[config.mk]
export PLATFORM = sky130hd
export DESIGN_NAME = reg_file_mp_sb
export DESIGN_NICKNAME = d
export VERILOG_FILES = /design/src/rtl/reg_file_mp_sb.sv
export SDC_FILE = /design/constraint.sdc
export NUM_CORES = 2
export LEC_CHECK = 0
export ABC_AREA = 0
export BUFFER_PORTS_ARGS = -buffer_cell sky130_fd_sc_hd__buf_2
export CAP_MARGIN = 20
export CORE_ASPECT_RATIO = 0.9
export CORE_UTILIZATION = 65
export CTS_BUF_LIST = sky130_fd_sc_hd__clkbuf_8
export DETAILED_ROUTE_END_ITERATION = 8
export PLACE_DENSITY = 0.87
export SYNTH_ARGS = -nofsm -noshare
export SYNTH_HDL_FRONTEND = slang
export SYNTH_SLANG_ARGS = --single-unit
[constraint.sdc]
create_clock -name clk -period 31.6 [get_ports clk]
set_clock_uncertainty 0.05 [all_clocks]
set_input_delay 3.16 -clock clk [delete_from_list [all_inputs] [get_ports clk]]
set_output_delay 3.16 -clock clk [all_outputs]
set_load 0.02 [all_outputs]
[src/rtl/reg_file_mp_sb.sv]
// reg_file_mp_sb: multi-port register file with same-cycle write bypass and pending-write scoreboard
module reg_file_mp_sb #(
  parameter int DATA_W      = 32,
  parameter int ADDR_W      = 4,
  parameter int NUM_REGS    = 15,
  parameter int NUM_RD      = 3,
  parameter int RESET_INDEX = 1
) (
  input  logic                     clk,
  input  logic                     rst,
  input  logic [NUM_RD*ADDR_W-1:0] rd_addr,
  output logic [NUM_RD*DATA_W-1:0] rd_data,
  output logic [NUM_RD-1:0]        rd_pending,
  input  logic                     wr0_en,
  input  logic [ADDR_W-1:0]        wr0_addr,
  input  logic [DATA_W-1:0]        wr0_data,
  input  logic                     wr1_en,
  input  logic [ADDR_W-1:0]        wr1_addr,
  input  logic [DATA_W-1:0]        wr1_data,
  input  logic                     issue_en,
  input  logic [ADDR_W-1:0]        issue_addr,
  input  logic                     flush,
  output logic [NUM_REGS-1:0]      pending_vec
);
  localparam logic [ADDR_W:0] NR = (ADDR_W+1)'(NUM_REGS);
  logic [NUM_REGS-1:0][DATA_W-1:0] regs;
  logic [NUM_REGS-1:0] pending, w0, w1, iss;
  logic [2**ADDR_W-1:0][DATA_W-1:0] rv;
  logic [2**ADDR_W-1:0] pv;
  // one-hot decode of write and issue destinations; out-of-range addresses decode to nothing
  always_comb begin
    for (int i = 0; i < NUM_REGS; i++) begin
      w0[i]  = wr0_en && wr0_addr == ADDR_W'(i);
      w1[i]  = wr1_en && wr1_addr == ADDR_W'(i);
      iss[i] = issue_en && issue_addr == ADDR_W'(i);
    end
  end
  // zero-extended images so unimplemented addresses read as 0 / not pending
  always_comb begin
    rv = '0;
    pv = '0;
    rv[NUM_REGS-1:0] = regs;
    pv[NUM_REGS-1:0] = pending;
  end
  // commit writes (wr1 beats wr0) and update scoreboard (flush > issue set > write clear)
  always_ff @(posedge clk or posedge rst) begin
    if (rst) begin
      for (int i = 0; i < NUM_REGS; i++) begin
        regs[i]    <= (RESET_INDEX != 0) ? DATA_W'(i) : '0;
        pending[i] <= 1'b0;
      end
    end else begin
      for (int i = 0; i < NUM_REGS; i++) begin
        regs[i]    <= w1[i] ? wr1_data : w0[i] ? wr0_data : regs[i];
        pending[i] <= !flush && (iss[i] || (pending[i] && !w0[i] && !w1[i]));
      end
    end
  end
  assign pending_vec = pending;
  for (genvar k = 0; k < NUM_RD; k++) begin : g_rd
    logic [ADDR_W-1:0] a;
    logic in_r, b0, b1;
    assign a    = rd_addr[k*ADDR_W +: ADDR_W];
    assign in_r = {1'b0, a} < NR;
    assign b1   = wr1_en && wr1_addr == a;
    assign b0   = wr0_en && wr0_addr == a;
    assign rd_data[k*DATA_W +: DATA_W] = !in_r ? '0 : b1 ? wr1_data : b0 ? wr0_data : rv[a];
    assign rd_pending[k] = in_r && !b0 && !b1 && pv[a];
  end
endmodule

# ---- Word level (Yosys, flattened, before mapping)
# Cells that the tools add are included.
dict set report op_classes {
  n_mux 51
  order_cmp 6
  n_eq_ne 48
  n_reduce_logical 175
}
# cell n
set ops {}
lappend ops {{$mux 32} 42}
lappend ops {{$bmux 32 s4} 3}
lappend ops {{$logic_and 1x1->1} 105}
lappend ops {{$eq 4x4->1 const B} 21}
lappend ops {{$eq 4x3->1 const B} 12}
lappend ops {{$logic_not 1->1} 37}
lappend ops {{$reduce_bool 2->1} 15}
lappend ops {{$eq 4x2->1 const B} 6}
lappend ops {{$eq 4x4->1} 6}
lappend ops {{$logic_or 1x1->1} 15}
lappend ops {{$lt 4x5->1 const B} 3}
lappend ops {{$bmux 1 s4} 3}
lappend ops {{$eq 4x1->1 const B} 3}
lappend ops {{$logic_not 4->1} 3}
lappend ops {{$lt 4x4->1 const B} 3}
lappend ops {{$mux 1} 3}
dict set report totals {
  register_bits 495
  in_bits 94
}

# ---- Depth between registers and ports, before layout
dict set report logic_depth {
  ltp_word 7
  depth_mapped 8
  ltp_nobuf 5
}

# ---- Least setup slack after synthesis
# OpenSTA, ideal clock, no wires.
dict set report synth_timing {
  kind {input to output}
  start {input port wr1_addr[2]}
  end {output port rd_data[64]}
  path_buffers 3
  path_stages 8
  arrival_time_ps 4889
  t_required_ps 28390
  path_slack_ps 23501
  path_cell_list {buf_2 xor2_1 nor3_1 nand3_1 and2_1 clkbuf_1 buf_2 a311oi_1}
}
dict set report synth_via {
  elab_chain_len 4
}
# element line
set synth_lines {}
lappend synth_lines {{start, declared} 18} ;# input logic [ADDR_W-1:0] wr1_addr,
lappend synth_lines {{$eq 4x4->1} 65} ;# assign b1 = wr1_en && wr1_addr == a;
lappend synth_lines {{$logic_and 1x1->1} 65}
lappend synth_lines {{$mux 32 (2 in a row)} 67} ;# assign rd_data[k*DATA_W +: DATA_W] = !in_r ? '0 : b1 ? wr1_data : b0 ? wr0_data : rv[a];
lappend synth_lines {{end, declared} 12} ;# output logic [NUM_RD*DATA_W-1:0] rd_data,
# Every way passes these cells.

# ---- Worst setup path in the final report
dict set report layout_timing {
  start {input port rd_addr[9]}
  end {output port rd_data[74]}
}
dict set report layout_via {
  elab_chain_len 5
  elab_cells_between_ends 10
}
# element line
set layout_lines {}
lappend layout_lines {{start, declared} 11} ;# input logic [NUM_RD*ADDR_W-1:0] rd_addr,
lappend layout_lines {{$bmux 32 s4 or $eq 4x4->1 (tied branches)} {67, 66}}
lappend layout_lines {{$mux 32 (implied by the code) or $logic_and 1x1->1 (tied branches)} {67, 66}}
lappend layout_lines {{$mux 32 (2 in a row)} 67}
lappend layout_lines {{$mux 32 (*)} 67}
# Every way passes the cells marked *; elsewhere a longest branch is shown, timed or not. The select of a mux whose other input is x is not followed.

==> results.tsv <==
metric	value	unit
Post-synth EDFFs	0	
cells after synthesis	3740	
gpl congestion	0.933	
mapped cell area	37700	µm²
Compound-Gate Fraction of Synth Area	0.144	
clk sink count	495	
Starting Density	0.659	
RSZ-0062 raised after global routing	false	
Top Ports	208	
die area	59000	µm²
Final nets	3683	
initial DRC count	6400	
Fmax achieved	95.2	MHz
H-tree depth	3	
All-Layer GR Usage	0.458	
minimum clock period	10.50	ns
most frequent cell after synthesis	mux2i_1	
DRT Wirelength	136	mm
Max Root-Sink Buffers	3	
power density over the cells	59.1	nW/µm²
initial antenna violation count	7	
fin area	39900	µm²
core area	57200	µm²
Root Buffer	clkbuf_8	
Worst setup EP type	output port	
Synth area leader	dfrtp_1	
status	complete, no violations	
Most used DFF post-synth	dfrtp_1	
CP required	28.39	ns
DRC errors left	0	
Worst VDD drop	0.0357	mV
Slew Viols, Final	0	
setup TNS	0	ns
DP Wirelength	76.0	mm
std cell rows	83	
Register Area	12400	µm²
Worst Path Arrival	7.29	ns
Setup CP Type	in2out	
CTS tree	built	
vias in the first global route	33600	
max-capacitance violation count	0	
Net Count, Synth	3834	
Synth top cells by count	674 x mux2i_1, 467 x dfrtp_1, 306 x nor2_1	
Final Cycle Share	0.332	
Ys Warns	0	
startpoint type of the worst setup path	input pin	
ranking of synthesized cells by area	dfrtp_1 31%, mux2i_1 18%, mux4_2 18%	
Pre-Repair DR Iteration Count	9	
Synth Area per Inst	10.1	µm²
Num CTS Buffers	87	
first-pass GRT wire length	205	mm
drt wl/cell	30.7	µm
# setup viols final	0	
post-route ant nets	0	
Hold WC Path Type	reg2reg	
Worst-path clk slew	0.06	ns
setup bufs post-CTS	0	
relative slew slack	0.142	
fraction of the mapped netlist area in simple logic gates	0.0928	
clk_lat worst skew	0.70	ns
adder-cell share of the synthesized area	0	
Synth cell types	42	
ratio of cells with drive above 1 in the final layout	0.238	
Yosys reg bits	495	
Placement Cell Area	38000	µm²
share of the synthesized area in the top cell type	0.310	
area delta synth->final	5.74	%
multiplexer share of the synthesized area	0.358	
remaining global-route overflow	0	
area of the multi-input gates	22900	µm²
xor and xnor area share after synthesis	0.00557	
Hold Fails Final Rpt	0	
# hold bufs at CTS	0	
die span in x	256	µm
post-synthesis sequential area ratio	0.329	
Pleak	0.0167	µW
post-synthesis async set-or-reset flop share	1.00	
vias	34500	
post-CTS sizing	0	
Worst-Margin Slew	1.29	ns
main combinational cell family by area after synthesis	multiplexers	
Fillers	3964	
Die Y	231	µm
largest net degree at the start of global routing	170	
port bufs	207	
critical path peak fanout	39	
Avg Vias per Cell	7.80	
## worst max-delay path, stage by stage
cell and delay, ns:
buf_6 0.44, buf_4 0.68, buf_4 0.70, xnor2_1 0.23, and3_2 1.02, nor3_1 0.17
a311oi_1 0.52, buf_2 0.27
## sequential cells by signal, indices dropped and copies added (netlist names)
signal	count
pending_vec	15
regs	480
## stage by stage
| step | cells | setup slack (ns) | util | hold slack [ns] | power (µW) |
|---|---|---|---|---|---|
| final | 4427 | 21.10 | 0.697 | 0.525 | 2360 |
| after global routing | 4427 | 21.22 | 0.697 | 0.539 | 2440 |
| after CTS | 4421 | 21.46 | 0.696 | 0.521 | 2320 |
| after detailed placement | 4262 | 21.46 | 0.665 | 0.515 | 1710 |
| after global placement | 4262 | 21.53 | 0.665 | 0.503 | 1670 |
| after floorplan | 3740 | 14.62 | - | 0.490 | 1500 |
## cells by family after synthesis
family,after synthesis
compound gates,885
xor+xnor,24
buf+inv,573
flops,495
mux,976
simple gates,787
## final timing paths
path	to	from	slack (ns)	cells past startpoint
setup reg to reg	regs[30]	regs[30]	30.59	2
hold / removal	regs[418]	regs[418]	0.52	2
max in group asynchronous	regs[149]	rst	27.41	3
min in group asynchronous	regs[63]	rst	2.52	2
setup / recovery	rd_data[74]	rd_addr[9]	21.10	8
hold reg to reg	regs[418]	regs[418]	0.52	2
## power breakdown
group / switching [µW] / internal (µW)
clock: 295 / 322
sequential: 170 / 800
combinational: 387 / 383
total: 852 / 1500
## cell type report
cell class | count | share of cell area
clock inverters | 49 | 0.00637
flip-flops and latches | 495 | 0.311
repair buffers | 266 | 0.0406
inverters | 67 | 0.00649
well taps | 765 | 0.0240
diodes | 3 | 0.000188
multi-input cells | 2672 | 0.573
clock buffers | 110 | 0.0380
## metal layers
metal / vias to the layer above / track usage / part of all wire
li1: 13600 / - / -
met4: 0 / 0.296 / 0.070
met1: 16500 / 0.582 / 0.33
met3: 781 / 0.194 / 0.18
met2: 3674 / 0.642 / 0.42
met5: - / 0 / 0
## placed cells by master (no fill, tap or decap), types with 4 or more instances in the layout
cell type / instances
mux2i_1: 674
dfrtp_1: 467
nor2_1: 302
a21oi_1: 301
mux4_2: 299
o21ai_0: 274
nand2_1: 209
buf_2: 195
clkbuf_8: 112
nor3_1: 102
inv_1: 97
or2_2: 96
o221ai_1: 94
o211ai_1: 94
a311oi_1: 91
buf_4: 57
dfstp_2: 28
xor2_1: 18
o21ai_1: 15
nand3b_1: 12
clkinv_2: 12
and2_2: 8
nor2_4: 8
xnor2_1: 6
nand3_2: 6
buf_6: 6
a311oi_2: 5
o22ai_1: 5
nor2b_1: 4
and3_1: 4
nand2_2: 4
nand3_1: 4
a32oi_1: 4
buf_12: 4
Note: power is estimated with default switching activity, not from simulation.
